==> src/rtl/shared_mux_arb_pkg.sv <==
// Shared types and constants for the two-requester shared-mux arbiter.
package shared_mux_arb_pkg;

  localparam int unsigned CNT_W = 8;
  localparam logic [1:0] GNT_IDLE = 2'b00;

  // State encoding doubles as the one-hot grant vector.
  typedef enum logic [1:0] {
    IDLE = GNT_IDLE,
    G0   = 2'b01,
    G1   = 2'b10
  } state_e;

endpackage

==> src/rtl/arb_hold_counter.sv <==
// Per-grant transfer counter; flags the transfer that reaches the hold limit.
module arb_hold_counter
  import shared_mux_arb_pkg::*;
#(
  parameter int unsigned MAX_HOLD = 8
) (
  input  logic clk,
  input  logic rst_n,
  input  logic inc,
  input  logic clr,
  output logic hit_c
);

  logic [CNT_W-1:0] xfer_cnt;

  // Current transfer is the MAX_HOLD-th one of this grant.
  assign hit_c = inc && (xfer_cnt == CNT_W'(MAX_HOLD - 1));

  always_ff @(posedge clk or negedge rst_n) begin
    if (!rst_n) begin
      xfer_cnt <= '0;
    end else if (clr) begin
      xfer_cnt <= '0;
    end else if (inc) begin
      xfer_cnt <= xfer_cnt + CNT_W'(1);
    end
  end

endmodule

==> src/rtl/shared_mux_arbiter.sv <==
// Round-robin arbiter sharing one 2:1 data mux onto a valid/ready port.
// Optional preemption after MAX_HOLD transfers: SHARED_MUX_ARB_HOLD_LIMIT_EN.
module shared_mux_arbiter
  import shared_mux_arb_pkg::*;
#(
  parameter int unsigned WIDTH    = 32,
  parameter int unsigned MAX_HOLD = 8
) (
  input  logic             clk,
  input  logic             rst_n,
  input  logic [1:0]       req,
  input  logic [WIDTH-1:0] data0,
  input  logic [WIDTH-1:0] data1,
  output logic [1:0]       gnt,
  output logic             sel,
  output logic             out_valid,
  output logic [WIDTH-1:0] out_data,
  input  logic             out_ready
);

  state_e state_q, state_d;
  logic   last_q, last_d;
  logic   sel_q, sel_d;
  logic   xfer_c;
  logic   hold_hit_c;

  assign gnt       = state_q;
  assign sel       = sel_q;
  assign out_valid = |(gnt & req);
  assign out_data  = out_valid ? (sel_q ? data1 : data0) : '0;
  assign xfer_c    = out_valid && out_ready;

`ifdef SHARED_MUX_ARB_HOLD_LIMIT_EN
  logic cnt_clr_c;

  // Counting restarts on any grant change and at each limit hit.
  assign cnt_clr_c = (state_d != state_q) || hold_hit_c;

  arb_hold_counter #(
    .MAX_HOLD(MAX_HOLD)
  ) u_hold_counter (
    .clk  (clk),
    .rst_n(rst_n),
    .inc  (xfer_c),
    .clr  (cnt_clr_c),
    .hit_c(hold_hit_c)
  );
`else
  logic unused_max_hold;

  assign hold_hit_c      = 1'b0;
  assign unused_max_hold = ^MAX_HOLD;
`endif

  always_ff @(posedge clk or negedge rst_n) begin
    if (!rst_n) begin
      state_q <= IDLE;
      last_q  <= 1'b1;
      sel_q   <= 1'b0;
    end else begin
      state_q <= state_d;
      last_q  <= last_d;
      sel_q   <= sel_d;
    end
  end

  always_comb begin
    state_d = state_q;
    last_d  = last_q;
    sel_d   = sel_q;

    case (state_q)
      IDLE: begin
        if (req == 2'b11)  state_d = last_q ? G0 : G1;
        else if (req[0])   state_d = G0;
        else if (req[1])   state_d = G1;
      end
      G0: begin
        if (!req[0])                      state_d = req[1] ? G1 : IDLE;
        else if (hold_hit_c && req[1])    state_d = G1;
      end
      G1: begin
        if (!req[1])                      state_d = req[0] ? G0 : IDLE;
        else if (hold_hit_c && req[0])    state_d = G0;
      end
      default: state_d = IDLE;
    endcase

    // Select and round-robin pointer follow grant entry only; IDLE keeps them.
    if (state_d == G0 && state_q != G0) begin
      last_d = 1'b0;
      sel_d  = 1'b0;
    end
    if (state_d == G1 && state_q != G1) begin
      last_d = 1'b1;
      sel_d  = 1'b1;
    end
  end

endmodule
==> config.mk <==
export PLATFORM = sky130hd
export DESIGN_NAME = shared_mux_arbiter
export DESIGN_NICKNAME = d
export VERILOG_FILES = /design/src/rtl/shared_mux_arb_pkg.sv /design/src/rtl/arb_hold_counter.sv /design/src/rtl/shared_mux_arbiter.sv
export SDC_FILE = /design/constraint.sdc
export NUM_CORES = 1
export LEC_CHECK = 0
export BUFFER_PORTS_ARGS = -buffer_cell sky130_fd_sc_hd__buf_2
export CAP_MARGIN = 20
export CORE_MARGIN = 4
export CORE_UTILIZATION = 32
export CTS_CLUSTER_DIAMETER = 120
export CTS_CLUSTER_SIZE = 16
export DETAILED_ROUTE_END_ITERATION = 16
export HOLD_SLACK_MARGIN = 0.03
export PLACE_DENSITY_LB_ADDON = 0.12
export SKIP_CTS_REPAIR_TIMING = 1
export SLEW_MARGIN = 10
export SYNTH_ARGS = -nofsm -noshare
export SYNTH_HDL_FRONTEND = slang
export SYNTH_SLANG_ARGS = --single-unit
==> constraint.sdc <==
create_clock -name clk -period 2 [get_ports clk]
set_input_delay 0.1 -clock clk [delete_from_list [all_inputs] [get_ports clk]]
set_output_delay 0.1 -clock clk [all_outputs]
set_load 0.02 [all_outputs]
==> results of run 1 <==
==> placed cells by master, fill, tap and decap left out <==
cell type	count
nor2_1	33
dfstp_2	1
a22oi_4	1
nand2b_1	1
buf_4	4
dlygate4sd3_1	1
clkbuf_4	3
nand3_1	2
a21oi_1	2
o21a_1	1
nor4b_1	1
nand2_1	2
nor3b_1	1
inv_2	1
dfrtp_2	1
mux2i_1	32
inv_1	1
nor2_2	1
buf_2	103
o21ai_0	2
o22ai_1	1
dfrtp_1	2
clkbuf_1	1
and2_1	1
==> final cells by class <==
class,count,area [um^2]
clock buffers,4,26.3
fillers,180,785
inverters,2,7.51
multi-input cells,81,552
flip-flops and latches,4,103
well taps,27,33.8
repair buffers,108,556
==> metal layers <==
layer	vias up	wire length, um	GRT usage
li1	532	-	-
met1	428	927	0.164
met2	68	1330	0.297
met3	2	351	0.0696
met4	0	20	0.0486
met5	-	0	0
==> critical path, stage by stage (launching register included) <==
cell	delay, ns
dfrtp_1	0.48
a22oi_4	0.23
buf_4	0.23
nor2_1	0.07
buf_2	0.16
==> cell families after synthesis <==
kind of cell / Yosys count / synth area share
AOI/OAI and AO/OA: 7 / 0.0760
muxes: 32 / 0.442
and+or+nand+nor: 42 / 0.244
buffers and inverters: 9 / 0.0984
DFF: 4 / 0.140
==> state kept, by name, indices dropped and copies added (netlist names) <==
signal	flops
gnt	2
last_q	1
sel	1
==> per-stage QoR <==
stage               setup WS (ns)  instance area [um^2]  utilization  total power [mW]
finish                      0.490                  1280        0.620             0.978
floorplan                   0.691                   724            -             0.674
detailed placement          0.730                  1240        0.602             0.872
global placement            0.745                  1240        0.602             0.858
global route                0.385                  1280        0.620              1.06
CTS                         0.463                  1270        0.615             0.990
==> power by group through the flow <==
| stage | sequential, mW | clock, mW | combinational [mW] |
|---|---|---|---|
| detailed placement | 0.143 | 0 | 0.729 |
| global route | 0.146 | 0.127 | 0.787 |
| floorplan | 0.152 | 0 | 0.521 |
| global placement | 0.141 | 0 | 0.716 |
| CTS | 0.142 | 0.115 | 0.733 |
| finish | 0.142 | 0.110 | 0.725 |
==> worst paths after layout <==
check,end,cells after the start,startpoint
worst max-delay path,out_data[1],4,gnt[1]
min in group asynchronous,gnt[1],2,rst_n
worst max register to register,sel,3,last_q
worst min-delay path,gnt[1],2,req[1]
max in group asynchronous,last_q,2,rst_n
worst min register to register,last_q,2,last_q
==> out/summary.txt, run 1 <==
Crit Path Category: reg -> out
Peak VDD IR: 637 uV
Logic gate share of total power: 0.742
Setup Viol. Count Final: 0
Max-Slew Margin vs Limit: 0.799
RSZ-0062 raised after global routing: no
Synth top cells by count: nor2_1 (33), mux2i_1 (32), buf_4 (4)
Pin count of the biggest net entering global routing: 19
Diodes inserted: 0
Avg WL per Cell: 11.7 um
1st-pass router iterations: 4
Die Wd: 55.6 um
Net count after synthesis: 163
Clock sinks: 4
Sum Neg Setup Slack: 0 ns
Via count: 1030
Residual DRC: 0
CTS Root Cell: clkbuf_4
Post-Layout Cell Count: 226
Share of cells above drive strength 1: 0.578
P_sw: 0.481 mW
Register-to-register setup slack: 0.96 ns
DRT antenna net count: 0
Synth top area cells: mux2i_1 (44%), nor2_1 (17%), dfrtp_1 (10%), buf_6 (4.7%), buf_4 (4.1%)
Row Count: 16
Die footprint: 3090 um^2
Worst Hold Class: in -> reg
Synth Instances: 94
Starting DRT DRC Count: 37
Vias/cell: 4.56
Crit path DAT: 1.41 ns
WL final: 2630 um
Minimum clock period: 1.51 ns
Part of the power in registers: 0.145
Post-Syn Area: 724 um^2
Internal power: 0.496 mW
Sw Share: 0.492
Layout area overhead: 76.3%
IO Count: 105
Least-Margin Pin Slew: 0.301 ns
Mean Syn Cell Area: 7.71 um^2
LEAKAGE: 0.856 nW
Setup crit end kind: output port
Number of max-cap violations: 0
H-Tree Depth: 1
Layout Nets: 269
Setup crit start kind: flop
Placer congestion estimate: 0.746
Worst Path Required: 1.90 ns
Port bufs: 103
Clk_lat worst skew: 0.24 ns
Clock buffer depth: 2
Critical Path Fanout Max: 17
Seq cells post-synth: 4
Post-synthesis sequential area ratio: 0.140
Post-synthesis cell type count: 20
Final slew viol count: 0
Outcome: finished, final reports clean
Number of synthesized flops with an enable pin: 0
Die Y: 55.6 um
DP Wirelength: 2190 um
Initial antenna violation count: 0
Placed cells: 221
Vias in the first global route: 956
CTS tree: built
CORE AREA: 2060 um^2
Fmax: 662 MHz
Fin crit share: 0.755
Clock power share: 0.113
Setup Skew: 0.0122 ns
Yosys warnings: 0
Total CTS buffers: 3
Dominant synthesized flop cell: dfrtp_1
Area leader, netlist: mux2i_1
Final Hold Fails: 0
GR Util All Layers: 0.162
CTS clk-pin slew, worst paths: 0.04 ns
Final hold slack: 0.160 ns
Ys async rst share: 1.00
Starting density of the core: 0.351
Pwr/cell area: 765 nW/um^2
Synth top area share: 0.442
Remaining Overflow, GRT: 0
First-pass GRT wire length: 4200 um
Count leader, synth: nor2_1
No activity file was read; power rests on OpenSTA's default activity.
==> run 2: changes to the inputs <==
- CORE_UTILIZATION: 32 -> 30
- clock period: 2 -> 1.5 ns (I/O delays scaled with it)
==> out/summary.txt, run 2 (synthesized netlist as in run 1, its figures left out) <==
Vias/cell: 4.63
Clock sinks: 4
RSZ-0062 raised after global routing: yes
Critical Path Fanout Max: 17
Util after Layout: 0.571
Pin count of the biggest net entering global routing: 19
CORE AREA: 2250 um^2
Peak VDD IR: 765 uV
Sum Neg Setup Slack: 0 ns
Starting density of the core: 0.321
Row Count: 17
Crit Path Category: reg -> out
Placed cells: 222
Max-Slew Margin vs Limit: 0.827
Most common cell after layout, fill and taps aside: buf_2
Final slew viol count: 0
Remaining Overflow, GRT: 0
Residual DRC: 0
Layout Nets: 269
CTS Root Cell: clkbuf_4
Outcome: finished, final reports clean
H-Tree Depth: 1
Final hold slack: 0.128 ns
Critical-path cell list: a22oi_4, buf_6, nor2_1, buf_2
Clock buffer depth: 2
Starting DRT DRC Count: 24
Hold Crit Endpoint: gnt[1]
Fmax: 699 MHz
Port bufs: 103
Crit path DAT: 1.36 ns
FF-to-FF End: sel
Largest register FFs: 2
Most frequent cells in the layout: buf_2 (103), nor2_1 (33), mux2i_1 (32)
Setup Viol. Count Final: 0
Setup crit end kind: output port
Least-Margin Pin Slew: 0.256 ns
DP Wirelength: 2220 um
Placed instance area: 1240 um^2
Final standard cell area without fillers: 1290 um^2
Final Hold Fails: 0
Vias in the first global route: 931
Avg WL per Cell: 11.7 um
Fin crit share: 0.954
Post-Layout Cell Count: 227
Initial antenna violation count: 0
Clk_lat worst skew: 0.24 ns
CTS tree: built
Filler cells: 214
IO Count: 105
Placer congestion estimate: 0.773
Register-to-register setup slack: 0.46 ns
Die footprint: 3260 um^2
Setup Skew: 0.00364 ns
Register-to-Register Path Depth: 3
Pwr/cell area: 1020 nW/um^2
Share of cells above drive strength 1: 0.583
Worst Hold Class: in -> reg
Setup crit start kind: flop
DRT antenna net count: 0
Minimum clock period: 1.43 ns
Hold path cells: 2
Max incr delay on CP: 0.46 ns
Die Wd: 57.1 um
Min-delay src: req[1]
CTS clk-pin slew, worst paths: 0.04 ns
WL final: 2650 um
Diodes inserted: 0
1st-pass router iterations: 4
LEAKAGE: 0.858 nW
Worst Path Required: 1.42 ns
Total CTS buffers: 3
GR Util All Layers: 0.156
Via count: 1052
RR Startpoint: last_q
First-pass GRT wire length: 4230 um
Slowest-stage cell, CP: dfrtp_2
Die Y: 57.1 um
Layout area overhead: 77.7%
Number of max-cap violations: 0
==> run 2: layout make-up <==
| class | instances | area [um^2] | area share |
|---|---|---|---|
| clock buffers | 4 | 26.3 | 0.0204 |
| multi-input cells | 81 | 552 | 0.429 |
| flip-flops and latches | 4 | 104 | 0.0807 |
| inverters | 2 | 7.51 | 0.00583 |
| repair buffers | 108 | 563 | 0.437 |
| well taps | 28 | 35.0 | 0.0272 |
==> run 2: worst max-delay path: cells and delay by family (launching register included) <==
kind            cells  cell delay (ns)
buf+inv             2             0.35
compound gates      1             0.23
flops               1             0.46
simple gates        1             0.06
==> run 2: metal layers <==
metal  up-vias  track usage  wire (um)
met5         -            0          0
met4         0       0.0497         20
met3         2       0.0430        360
met2        61        0.294       1380
met1       460        0.166        894
li1        529            -          -
==> run 2: worst max path at each step <==
stage          slack [ns]           end    from  depth (start not counted)
2_1_floorplan        0.22  out_data[10]     sel                          4
3_3_place_gp         0.28   out_data[2]  gnt[1]                          4
3_5_place_dp         0.26   out_data[2]  gnt[1]                          4
4_1_cts            -0.007   out_data[2]  gnt[1]                          4
5_1_grt            -0.007   out_data[9]  gnt[1]                          4
6_report             0.07   out_data[2]  gnt[1]                          4
==> run 2: where the power goes <==
group	internal [mW]	total, mW	switching [mW]	leakage [nW]
sequential	0.147	0.191	0.0436	0.0447
clock	0.100	0.148	0.0484	0.0150
combinational	0.422	0.973	0.551	0.798
total	0.669	1.31	0.643	0.858
==> run 2: through the flow <==
step / power [mW] / worst slack [ns]
6_report: 1.31 / 0.0686
5_1_grt: 1.42 / -0.00744
4_1_cts: 1.32 / -0.00739
3_5_place_dp: 1.16 / 0.258
3_3_place_gp: 1.15 / 0.278
2_1_floorplan: 0.898 / 0.216
==> run 3: changes to the inputs <==
==> constraint.sdc (replaced) <==
create_clock -name clk -period 1.5 [get_ports clk]
set_input_delay 0.075 -clock clk [delete_from_list [all_inputs] [get_ports clk]]
set_output_delay 0.075 -clock clk [all_outputs]
set_load 0.005 [all_outputs]
==> out/summary.txt, run 3 (synthesized netlist as in run 1, its figures left out) <==
Fmax: 711 MHz
Worst Path Required: 1.42 ns
LEAKAGE: 0.858 nW
Part of the power in registers: 0.167
Final Hold Fails: 0
Max incr delay on CP: 0.46 ns
Number of max-cap violations: 0
Layout Nets: 269
Critical Path Fanout Max: 17
Setup crit start kind: flop
Share of cells above drive strength 1: 0.583
Setup slack at placement: 0.277 ns
Outcome: finished, final reports clean
Filler cells: 225
Pin count of the biggest net entering global routing: 19
Setup crit end kind: output port
Slowest-stage cell, CP: dfrtp_2
Avg WL per Cell: 11.8 um
H-Tree Depth: 1
Placer congestion estimate: 0.755
Layout area overhead: 77.7%
Final standard cell area without fillers: 1290 um^2
GR Util All Layers: 0.160
Clock buffer depth: 2
Util after Layout: 0.571
CTS clk-pin slew, worst paths: 0.05 ns
Vias in the first global route: 963
Pwr/cell area: 877 nW/um^2
Remaining Overflow, GRT: 0
Global Route met1 Usage: 0.173
Die Wd: 57.1 um
CTS tree: built
Peak VDD IR: 594 uV
Final slew viol count: 0
WL final: 2670 um
Grt met2 use: 0.292
Starting DRT DRC Count: 31
Row Count: 17
Crit Path Category: reg -> out
DP Wirelength: 2250 um
1st-pass router iterations: 4
RSZ-0062 raised after global routing: no
Logic gate share of total power: 0.701
Least-Margin Pin Slew: 0.278 ns
Setup ws final: 0.0928 ns
Starting density of the core: 0.321
Vias/cell: 4.59
Minimum clock period: 1.41 ns
IO Count: 105
Clk_lat worst skew: 0.24 ns
Largest register FFs: 2
Top cell family by delay on the critical path: flip-flops
Crit path DAT: 1.33 ns
Max-Slew Margin vs Limit: 0.815
Total CTS buffers: 3
Internal power: 0.665 mW
Initial antenna violation count: 0
Worst Hold Class: in -> reg
Residual DRC: 0
Die footprint: 3260 um^2
CORE AREA: 2250 um^2
CTS Root Cell: clkbuf_4
Critical-path cell list: a22oi_4, buf_6, nor2_1, buf_2
Met3 Usage GRT: 0.0452
Fin crit share: 0.938
First-pass GRT wire length: 4270 um
Setup Viol. Count Final: 0
Clock sinks: 4
WP buf/inv: 2
Grt peak-use layer: met2
Port bufs: 103
Most frequent cells in the layout: buf_2 (103), nor2_1 (33), mux2i_1 (32)
Sw Share: 0.411
Diodes inserted: 0
Via count: 1041
Most common cell after layout, fill and taps aside: buf_2
P_sw: 0.464 mW
Placed instance area: 1240 um^2
Die Y: 57.1 um
Clock power share: 0.132
DRT antenna net count: 0
Setup Skew: 0.0121 ns
==> run 3: cell counts in the layout (fill, tap and decap cells not counted) <==
Identical to the previous run, type by type.
==> run 3: metal layers <==
| layer | share of wire | vias up | wire, um |
|---|---|---|---|
| li1 | - | 532 | - |
| met1 | 0.34 | 436 | 915 |
| met5 | 0 | - | 0 |
| met3 | 0.14 | 2 | 386 |
| met4 | 0.0071 | 0 | 19 |
| met2 | 0.51 | 71 | 1350 |
==> run 3: per-stage QoR <==
stage	setup TNS, ns	hold WS, ns	power (mW)	cells
6_report	0	0.133	1.13	227
5_1_grt	0	0.129	1.25	227
4_1_cts	-0.00149	-0.376	1.14	226
3_5_place_dp	0	-0.110	0.981	222
3_3_place_gp	0	-0.119	0.962	222
2_1_floorplan	0	-0.221	0.719	94
==> run 3: cell type report <==
type / count / area [um^2] / area share
Clock buffer: 4 / 26.3 / 0.0204
Inverter: 2 / 7.51 / 0.00583
Multi-Input combinational cell: 81 / 552 / 0.429
Sequential cell: 4 / 104 / 0.0807
Tap cell: 28 / 35.0 / 0.0272
Timing Repair Buffer: 108 / 563 / 0.437
==> run 3: worst register-to-register path: cells and delay by family (launching register included) <==
kind	cells	cell delay [ns]
AND/OR/NAND/NOR	2	0.40
flip-flops	1	0.46
AO/OA/AOI/OAI	1	0.07
==> run 3: worst paths after layout <==
check | startpoint | endpoint | depth (start not counted) | slack [ns]
worst max-delay path | gnt[1] | out_data[12] | 4 | 0.09
worst min-delay path | req[1] | gnt[1] | 2 | 0.13
worst max register to register | gnt[1] | last_q | 3 | 0.49
worst min register to register | last_q | last_q | 2 | 0.51
max in group asynchronous | rst_n | last_q | 2 | 1.11
min in group asynchronous | rst_n | sel | 2 | 0.17
==> run 3: power groups by stage <==
stage	Sequential [mW]	Clock [mW]	Combinational [mW]
2_1_floorplan	0.182	0	0.537
3_3_place_gp	0.188	0	0.775
3_5_place_dp	0.188	0	0.793
4_1_cts	0.187	0.157	0.796
5_1_grt	0.197	0.168	0.881
6_report	0.189	0.149	0.792
